==> config.mk <==
export PLATFORM = sky130hd
export DESIGN_NAME = uart_receiver
export DESIGN_NICKNAME = d
export VERILOG_FILES = /design/src/rtl/uart_receiver_pkg.sv /design/src/rtl/uart_rx_tick.sv /design/src/rtl/uart_receiver.sv
export SDC_FILE = /design/constraint.sdc
export NUM_CORES = 1
export LEC_CHECK = 0
export CAP_MARGIN = 0
export CORE_UTILIZATION = 50
export DETAILED_ROUTE_END_ITERATION = 7
export GPL_ROUTABILITY_DRIVEN = 1
export PLACE_DENSITY = 0.72
export SLEW_MARGIN = 20
export SYNTH_ARGS = -nofsm -noshare
export SYNTH_HDL_FRONTEND = slang
export SYNTH_SLANG_ARGS = --single-unit
==> constraint.sdc <==
create_clock -name clk -period 3.5 [get_ports clk]
set_clock_uncertainty 0.15 [all_clocks]
set_input_delay 0.875 -clock clk [delete_from_list [all_inputs] [get_ports clk]]
set_output_delay 0.875 -clock clk [all_outputs]
set_load 0.01 [all_outputs]
==> src/rtl/uart_receiver_pkg.sv <==
// Shared UART state definitions and small helpers used by the transmit and
// receive halves.
package uart_receiver_pkg;

    // Transmitter states; the names are kept unchanged for existing users.
    typedef enum logic [1:0] {
        TX_IDLE  = 2'd0,
        TX_START = 2'd1,
        TX_DATA  = 2'd2,
        TX_STOP  = 2'd3
    } tx_state_e;

    // Receiver states.
    typedef enum logic [1:0] {
        RX_IDLE  = 2'd0,
        RX_START = 2'd1,
        RX_DATA  = 2'd2,
        RX_STOP  = 2'd3
    } rx_state_e;

    // Shifts one serial bit in at the MSB. Over eight bits sent LSB first, this
    // leaves the byte correctly ordered.
    function automatic logic [7:0] shift_in_msb(input logic [7:0] sr, input logic b);
        return {b, sr[7:1]};
    endfunction

endpackage

==> src/rtl/uart_rx_tick.sv <==
// Oversample tick generator for the receiver: a free-running divider that
// pulses tick for one clock each time it wraps. This is separate from the
// transmitter's bit-rate generator because it runs at OVERSAMPLE x baud.
module uart_rx_tick #(
    parameter int unsigned DIVISOR = 1
) (
    input  logic clk,
    input  logic rst,
    output logic tick
);

    localparam int unsigned CW = (DIVISOR > 1) ? $clog2(DIVISOR) : 1;
    localparam logic [CW-1:0] LAST = CW'(DIVISOR - 1);

    logic [CW-1:0] cnt_q;
    logic [CW-1:0] cnt_d;
    logic          tick_q;
    logic          tick_d;

    // Next divider count, and a tick on the wrap.
    always_comb begin
        if (cnt_q == LAST) begin
            cnt_d  = {CW{1'b0}};
            tick_d = 1'b1;
        end else begin
            cnt_d  = cnt_q + CW'(1);
            tick_d = 1'b0;
        end
    end

    // Divider and registered tick.
    always_ff @(posedge clk or negedge rst) begin
        if (!rst) begin
            cnt_q  <= {CW{1'b0}};
            tick_q <= 1'b0;
        end else begin
            cnt_q  <= cnt_d;
            tick_q <= tick_d;
        end
    end

    assign tick = tick_q;

endmodule

==> src/rtl/uart_receiver.sv <==
// UART receive half. It accepts 8N1 frames (LSB first, idle high),
// oversampled at OVERSAMPLE ticks per bit. Each byte goes to a one-entry
// valid/ready register. Framing errors and overruns are reported as one-clock
// pulses. OVERSAMPLE must be even and at least 8, and the derived DIVISOR
// must be at least 1.
module uart_receiver
    import uart_receiver_pkg::*;
#(
    parameter int unsigned CLK_FREQ   = 1600000,
    parameter int unsigned BAUD_RATE  = 100000,
    parameter int unsigned OVERSAMPLE = 16
) (
    input  logic       clk,
    input  logic       rst,
    input  logic       rx,
    output logic [7:0] data,
    output logic       valid,
    input  logic       ready,
    output logic       frame_err,
    output logic       overrun
);

    localparam int unsigned DIVISOR = CLK_FREQ / (BAUD_RATE * OVERSAMPLE);
    localparam int unsigned SW      = $clog2(OVERSAMPLE);
    localparam logic [SW-1:0] MID_SAMPLE  = SW'(OVERSAMPLE / 2 - 1);
    localparam logic [SW-1:0] LAST_SAMPLE = SW'(OVERSAMPLE - 1);

    logic          tick;
    logic [1:0]    sync_q;
    logic          rxs;
    rx_state_e     state_q,      state_d;
    logic [SW-1:0] sample_cnt_q, sample_cnt_d;
    logic [2:0]    bit_cnt_q,    bit_cnt_d;
    logic [7:0]    shift_q,      shift_d;
    logic [7:0]    data_q,       data_d;
    logic          valid_q,      valid_d;
    logic          frame_err_q,  frame_err_d;
    logic          overrun_q,    overrun_d;

    uart_rx_tick #(
        .DIVISOR (DIVISOR)
    ) u_tick (
        .clk  (clk),
        .rst  (rst),
        .tick (tick)
    );

    // Two-flop synchronizer for the asynchronous serial line. It idles high.
    always_ff @(posedge clk or negedge rst) begin
        if (!rst) begin
            sync_q <= 2'b11;
        end else begin
            sync_q <= {sync_q[0], rx};
        end
    end

    assign rxs = sync_q[1];

    // Next state for the frame FSM, the counters, the shifter and the output register.
    always_comb begin
        state_d      = state_q;
        sample_cnt_d = sample_cnt_q;
        bit_cnt_d    = bit_cnt_q;
        shift_d      = shift_q;
        data_d       = data_q;
        frame_err_d  = 1'b0;
        overrun_d    = 1'b0;
        // A handshake consumes the byte, except when the stop-bit logic below
        // reloads the register on the same edge.
        if (valid_q && ready) begin
            valid_d = 1'b0;
        end else begin
            valid_d = valid_q;
        end

        case (state_q)
            RX_IDLE: begin
                if (!rxs) begin
                    state_d      = RX_START;
                    sample_cnt_d = {SW{1'b0}};
                    bit_cnt_d    = 3'd0;
                end else begin
                    state_d = RX_IDLE;
                end
            end
            RX_START: begin
                if (tick) begin
                    if (sample_cnt_q == MID_SAMPLE) begin
                        sample_cnt_d = {SW{1'b0}};
                        if (!rxs) begin
                            state_d = RX_DATA;
                        end else begin
                            state_d = RX_IDLE;   // glitch, not a start bit
                        end
                    end else begin
                        sample_cnt_d = sample_cnt_q + SW'(1);
                    end
                end else begin
                    state_d = RX_START;
                end
            end
            RX_DATA: begin
                if (tick) begin
                    if (sample_cnt_q == LAST_SAMPLE) begin
                        sample_cnt_d = {SW{1'b0}};
                        shift_d      = shift_in_msb(shift_q, rxs);
                        bit_cnt_d    = bit_cnt_q + 3'd1;
                        if (bit_cnt_q == 3'd7) begin
                            state_d = RX_STOP;
                        end else begin
                            state_d = RX_DATA;
                        end
                    end else begin
                        sample_cnt_d = sample_cnt_q + SW'(1);
                    end
                end else begin
                    state_d = RX_DATA;
                end
            end
            RX_STOP: begin
                if (tick) begin
                    if (sample_cnt_q == LAST_SAMPLE) begin
                        sample_cnt_d = {SW{1'b0}};
                        state_d      = RX_IDLE;   // back to IDLE at once so back-to-back frames work
                        if (rxs) begin
                            if (!valid_q || ready) begin
                                data_d  = shift_q;
                                valid_d = 1'b1;
                            end else begin
                                overrun_d = 1'b1;   // keep the unconsumed byte, drop the new one
                            end
                        end else begin
                            frame_err_d = 1'b1;
                        end
                    end else begin
                        sample_cnt_d = sample_cnt_q + SW'(1);
                    end
                end else begin
                    state_d = RX_STOP;
                end
            end
            default: begin
                state_d = RX_IDLE;
            end
        endcase
    end

    // State, datapath and output registers.
    always_ff @(posedge clk or negedge rst) begin
        if (!rst) begin
            state_q      <= RX_IDLE;
            sample_cnt_q <= {SW{1'b0}};
            bit_cnt_q    <= 3'd0;
            shift_q      <= 8'h00;
            data_q       <= 8'h00;
            valid_q      <= 1'b0;
            frame_err_q  <= 1'b0;
            overrun_q    <= 1'b0;
        end else begin
            state_q      <= state_d;
            sample_cnt_q <= sample_cnt_d;
            bit_cnt_q    <= bit_cnt_d;
            shift_q      <= shift_d;
            data_q       <= data_d;
            valid_q      <= valid_d;
            frame_err_q  <= frame_err_d;
            overrun_q    <= overrun_d;
        end
    end

    assign data      = data_q;
    assign valid     = valid_q;
    assign frame_err = frame_err_q;
    assign overrun   = overrun_q;

endmodule

* After elaboration in Yosys (flattened, before gate mapping)
Cells that the tools add are included.
Storage, ports and cells: flip-flop bits (word level) 32, input port bits 4, output and inout port bits 11, word-level logic and storage cells 76
Cells by class: add/sub/neg operators 3, eq/ne operators 14, mux-type cells 37, reduce and logical (&&, ||, !) cells 11
Operators by type and width (number):
- two-way mux 4 bit | 5
- two-way mux 1 bit | 19
- two-way mux 2 bit | 7
- one-hot mux 4 bit (3 select lines) | 1
- two-way mux 3 bit | 3
- inequality test 3 bit (second input constant) | 3
- AND reduction 3 bit | 3
- one-hot mux 2 bit (4 select lines) | 1
- inequality test 2 x 1 -> 1 bit (second input constant) | 3
- one-hot mux 3 bit (2 select lines) | 1
- AND reduction 5 bit | 1
- adder 4 x 1 -> 4 bit (second input constant) | 1
- == test 2 bit (second input constant) | 2
- == test 4 x 3 -> 1 bit (second input constant) | 1
- == test 4 bit (second input constant) | 1
- inequality test 2 bit (second input constant) | 2
- AND reduction 4 bit | 1
- adder 3 x 1 -> 3 bit (second input constant) | 1
- == test 3 bit (second input constant) | 1
- == test 2 x 1 -> 1 bit (second input constant) | 1
- zero test 2 bit | 1
- nonzero test 2 bit | 1
- OR reduction 2 bit | 1
- adder 1 bit (second input constant) | 1
- other kinds (3) | 3

* Logic depth before layout (Yosys ltp)
Gate-level depths: netlist (run 1).
depth in word-level cells 7, depth in mapped cells 5, mapped depth without buffers 4

* Hierarchy
From an unflattened synthesis (run 1), not the netlist that was laid out.
Second synthesis, totals: cell total of the unflattened synthesis 105, area total of the unflattened synthesis 1367.6 um^2
Modules (own cells, without submodules):
- uart_receiver | instances 1, cells an instance 103, area each 1338.8 um^2, seq. area each 753.2 um^2
- uart_rx_tick | instances 1, cells an instance 2, area each 28.8 um^2, seq. area each 25.0 um^2

* Worst setup path before layout (run 1)
Ideal clock, no wire load.
kind input -> register, from input ready, to register data_q[0], in the netlist data[0], library setup time 125 ps, data arrival time 1684 ps, required time 3225 ps, setup slack 1541 ps, cell stages on the path 3, path buffers 0, path through or2b_1 > nor3b_4 > mux2_2
Between the ends: word-level cells in the longest chain between the ends 2
RTL lines:
- start: declaration | RTL line uart_receiver.sv:18 | input logic ready,
- logical OR 1 bit | RTL line uart_receiver.sv:126 | if (!valid_q || ready) begin
- AND reduction 5 bit (no source line)
- end signal: assignment | RTL line uart_receiver.sv:164 | data_q <= data_d;
- end: declaration | RTL line uart_receiver.sv:35 | logic [7:0] data_q, data_d;
Every way passes these cells. A chain may end at the register's enable or synchronous reset.

* Worst setup path after layout (run 1)
from register data_q[7], in the netlist data[7], to output data[7]
RTL lines:
- end: declaration | RTL line uart_receiver.sv:16 | output logic [7:0] data,
No word-level cell between the ends.

==> qor.yml, run 1 <==
pin_count: 15
end_kind: "primary output"
cts.htree.levels: 2
ant_nets: 0
grt_pass1_wl_mm: 3.71
regArea_um2: 778
post-route-min-period_ns: 2.28
post_cts_resized: 0
min_path_type: "register to register"
slowest_delay_ns: 0.54
drive_above_1_share: 0.268
crit_required_ns: 2.47
critPathMaxFanout: 2
drt_pre_antenna_iters: 4
core_um2: 2520
slew_violations: 0
diodes: 0
dpl-instance-area_um2: 1540
leakage_nw: 0.746
drcViolationCount: 0
cap_violations: 0
cts.clk_slew.worst_paths_ns: 0.10
wire_per_inst_um: 14.1
hold_viol: 0
clock_path_buffers: 2
synth_nets: 114
cp_slowest_cell: "clkdlybuf4s50_1"
cts.sinks: 31
worstSetupPathType: "register to primary output"
synth_cell_type_count: 33
cp_top_family: "buffers and inverters"
via_per_inst: 5.47
num_vias: 859
dieArea_um2: 2940
power.density_nw_per_um2: 543
grt_setup_unrepaired: "false"
crit_arrival_ns: 1.25
fin_tns_setup_ns: 0
grt_overflow: 0
cts_tree: "done"
mostFrequentLayoutCells: "29 x dfrtp_1, 16 x mux2_2, 14 x clkdlybuf4s50_1"
postCtsSetupBuffers: 0
final_common_cell: "dfrtp_1"
ys_seq_area_frac: 0.570
drt_iter0_markers: 12
syn_area_per_cell_um2: 12.8
grt_use_total: 0.192
syn_to_final_growth_pct: 17.9
synth_cells: 107
die_h_um: 54.3
synth-seq-cells: 31
fin_crit_sh: 0.651
port-buffer-count: 14
fin_area_um2: 1610
synth_area_um2: 1370
antenna_found_initial: 0
multiInputGateArea_um2: 554
ctsHoldBuffers: 0
finalWirelength_mm: 2.21
ys_warn_count: 0
clk_latency_ns: 0.34
finalSetupViolCount: 0
initial_core_util: 0.541
outcome: "completed"
cts_made_buffers: 5
grt_pass1_vias: 825
peakVddDrop_v: 0.000357
clockRootBuffer: "clkbuf_4"
fmax_mhz: 439
dp_hpwl_mm: 1.52
crit_buf_inv: 1
fp.dieW_um: 54.3
cp-start-kind: "register"
fillers: 196
rows: 18
worstPathCellList: "clkdlybuf4s50_1"
gp_congestion: 0.751
grt_max_degree: 32
finish.net_count: 133
r2r_slack_ns: 1.54
[power breakdown]
part / internal [mW] / switching, mW / leakage (nW) / total (mW)
Combinational: 0.0752 / 0.0839 / 0.297 / 0.159
Sequential: 0.394 / 0.0760 / 0.411 / 0.470
Clock: 0.117 / 0.127 / 0.0375 / 0.244
[registers in the layout, summed over array words and instances, names as in the netlist, 2 cells and up]
name,cells
sync_q,2
bit_cnt_q,3
sample_cnt_q,4
data,8
shift_q,8
state_q,2
[logic make-up after synthesis]
| family | count (synthesis) | share of synthesized area |
|---|---|---|
| adders and majority gates | 3 | 0.0275 |
| buffers and inverters | 8 | 0.0238 |
| muxes | 20 | 0.161 |
| DFF | 31 | 0.570 |
| xor gates and xnor gates | 1 | 0.00642 |
| other | 1 | 0.00275 |
| AOI/OAI and AO/OA | 17 | 0.0889 |
| and+or+nand+nor | 26 | 0.119 |
[per-layer routing]
layer,vias up,share of wire,global-route usage
met3,7,0.056,0.0861
li1,417,-,-
met1,410,0.48,0.230
met2,25,0.44,0.283
met4,0,0.026,0.111
met5,-,0,0
[cell type report]
cell class	count	share of cell area
multi-input cells	68	0.344
flip-flops and latches	31	0.484
clock inverters	1	0.00467
well taps	30	0.0233
inverters	5	0.0117
repair buffers	15	0.0918
clock buffers	7	0.0404
[per-stage QoR]
| stage | util | worst slack, ns | hold WS (ns) | cells | total power [mW] |
|---|---|---|---|---|---|
| after floorplan | - | 1.54 | 0.195 | 107 | 0.593 |
| after global placement | 0.609 | 0.994 | 0.196 | 149 | 0.628 |
| after detailed placement | 0.609 | 0.949 | 0.197 | 149 | 0.635 |
| after CTS | 0.638 | 1.21 | 0.212 | 157 | 0.880 |
| after global routing | 0.638 | 1.17 | 0.220 | 157 | 0.929 |
| final | 0.638 | 1.22 | 0.210 | 157 | 0.873 |
[synthesized netlist by cell type]
| cell type | number | share of area |
|---|---|---|
| and3_2 | 1 | 0.0055 |
| a22oi_1 | 1 | 0.0055 |
| a21boi_0 | 1 | 0.0055 |
| buf_2 | 2 | 0.0073 |
| or2b_1 | 1 | 0.0055 |
| mux2_2 | 16 | 0.13 |
| a31o_2 | 1 | 0.0064 |
| o211ai_1 | 3 | 0.016 |
| mux2i_1 | 4 | 0.029 |
| nand3_1 | 5 | 0.018 |
| dfstp_2 | 2 | 0.038 |
| a221oi_2 | 1 | 0.011 |
| ha_1 | 3 | 0.028 |
| and3_1 | 1 | 0.0046 |
| dfrtp_1 | 29 | 0.53 |
| o221ai_1 | 1 | 0.0064 |
| nor2b_1 | 2 | 0.0092 |
| conb_1 | 1 | 0.0027 |
| nor3_1 | 1 | 0.0037 |
| nor2_1 | 3 | 0.0082 |
| o21a_1 | 1 | 0.0055 |
| nand4_4 | 1 | 0.016 |
| a31oi_1 | 3 | 0.014 |
| nand2b_1 | 1 | 0.0046 |
| a21oi_1 | 1 | 0.0037 |
| nor3b_4 | 1 | 0.014 |
| xor2_1 | 1 | 0.0064 |
| inv_1 | 5 | 0.014 |
| or2_2 | 2 | 0.0092 |
| or3_1 | 1 | 0.0046 |
| buf_1 | 1 | 0.0027 |
| o21ai_0 | 4 | 0.015 |
| nand2_1 | 6 | 0.016 |
[path summary, 6_finish.rpt]
path / startpoint / end / cells after the start
max in group asynchronous: rst / sync_q[0] / 2
max: data[7] / data[7] / 1
min: sync_q[0] / sync_q[1] / 0
max reg2reg: state_q[1] / data[5] / 3
min in group asynchronous: rst / data[0] / 2
min reg2reg: sync_q[0] / sync_q[1] / 0
Power figures use the tool's default switching activity.
==> inputs of run 2 (changes only) <==
--- a/config.mk
+++ b/config.mk
@@ -6,10 +6,10 @@
 export NUM_CORES = 1
 export LEC_CHECK = 0
 export CAP_MARGIN = 0
-export CORE_UTILIZATION = 50
+export CORE_UTILIZATION = 49
 export DETAILED_ROUTE_END_ITERATION = 7
 export GPL_ROUTABILITY_DRIVEN = 1
-export PLACE_DENSITY = 0.72
+export PLACE_DENSITY = 0.74
 export SLEW_MARGIN = 20
 export SYNTH_ARGS = -nofsm -noshare
 export SYNTH_HDL_FRONTEND = slang
==> constraint.sdc (replaced) <==
create_clock -name clk -period 1.95 [get_ports clk]
set_clock_uncertainty 0.15 [all_clocks]
set_input_delay 0.4875 -clock clk [delete_from_list [all_inputs] [get_ports clk]]
set_output_delay 0.4875 -clock clk [all_outputs]
set_load 0.01 [all_outputs]
==> qor.yml, run 2 (synthesized netlist as in run 1, its figures left out) <==
outcome: "completed"
fmax_mhz: 536
cts_tree: "done"
grt_pass1_wl_mm: 3.71
postCtsSetupBuffers: 0
critPathMaxFanout: 2
grt_use_total: 0.186
dieArea_um2: 3000
end_kind: "primary output"
fin_area_um2: 1660
clockRootBuffer: "clkbuf_4"
slew_violations: 0
cts.htree.levels: 2
grt_pass1_vias: 806
clk_latency_ns: 0.32
cp_top_family: "buffers and inverters"
fp.dieW_um: 54.8
drcViolationCount: 0
gp_congestion: 0.812
syn_to_final_growth_pct: 21.6
power.density_nw_per_um2: 945
grt_setup_unrepaired: "false"
core_um2: 2540
via_per_inst: 5.49
initial_core_util: 0.536
worstHoldStart: "sync_q[0]"
r2r_start: "sample_cnt_q[0]"
finish.net_count: 140
cp_slowest_cell: "clkdlybuf4s50_1"
cp-start-kind: "register"
drt_pre_antenna_iters: 5
crit_buf_inv: 1
dp_hpwl_mm: 1.62
diodes: 0
drt_iter0_markers: 12
final_common_cell: "dfrtp_1"
dpl-instance-area_um2: 1600
slowest_delay_ns: 0.55
port-buffer-count: 14
num_vias: 895
regArea_um2: 778
antenna_found_initial: 0
crit_required_ns: 1.31
cts_made_buffers: 5
drive_above_1_share: 0.308
min_path_type: "register to register"
leakage_nw: 0.781
grt_overflow: 0
die_h_um: 54.8
rows: 18
cts.clk_slew.worst_paths_ns: 0.09
fillers: 200
cap_violations: 0
crit_start: "data[1]"
wire_per_inst_um: 14.3
multiInputGateArea_um2: 557
hold_viol: 0
mostFrequentLayoutCells: "29 x dfrtp_1, 16 x mux2_2, 14 x clkdlybuf4s50_1"
pin_count: 15
final_util: 0.652
peakVddDrop_v: 0.000748
fin_crit_sh: 0.957
finalWirelength_mm: 2.33
fin_tns_setup_ns: 0
clock_path_buffers: 2
post-route-min-period_ns: 1.87
cts.sinks: 31
ctsHoldBuffers: 0
finalSetupViolCount: 0
worstPathCellList: "clkdlybuf4s50_1"
ant_nets: 0
power_mw: 1.57
worstSetupPathType: "register to primary output"
crit_arrival_ns: 1.23
grt_max_degree: 32
## run 2: changes by cell type in the layout (fill, tap and decap cells not counted), sizes merged
| cell | previous run | this run |
|---|---|---|
| buf | 1 | 8 |
| clkinv | 0 | 1 |
| clkinvlp | 1 | 0 |
| clkbuf | 7 | 6 |
## run 2: final cells by class
class / count / share of cell area
flip-flops and latches: 31 / 0.469
multi-input cells: 68 / 0.335
repair buffers: 22 / 0.128
clock buffers: 6 / 0.0309
well taps: 30 / 0.0226
inverters: 5 / 0.0113
clock inverters: 1 / 0.00301
## run 2: through the flow
step / hold slack (ns) / setup WS, ns / instances
finish: 0.210 / 0.0840 / 163
global placement: 0.197 / -0.0819 / 156
detailed placement: 0.198 / -0.127 / 156
floorplan: 0.0419 / 0.186 / 107
global route: 0.214 / 0.0190 / 163
CTS: 0.212 / 0.0491 / 163
## run 2: path summary, 6_finish.rpt
kind                                   to  slack [ns]  depth (start not counted)
min in group asynchronous         overrun        0.40                          2
worst max-delay path              data[1]        0.08                          1
worst min register to register  sync_q[1]        0.21                          0
worst max register to register    data[6]        0.16                          5
max in group asynchronous       sync_q[0]        0.93                          2
worst min-delay path            sync_q[1]        0.21                          0
## run 2: layer usage
metal	wire length, um	part of all wire	vias up	GRT usage
li1	-	-	432	-
met1	1110	0.47	431	0.240
met2	1070	0.46	28	0.265
met3	120	0.052	4	0.0889
met4	31	0.013	0	0.0769
met5	0	0	-	0
## run 2: power by group
group,total [mW],leakage (nW),internal [mW],switching (mW)
combinational,0.392,0.336,0.185,0.207
sequential,0.805,0.411,0.708,0.0974
clock,0.372,0.0341,0.167,0.205
total,1.57,0.781,1.06,0.510
## run 2: timing repair
item,in CTS,in global routing
hold endpoints to repair,0,0
setup endpoints to repair,0,8
resized for setup,0,1
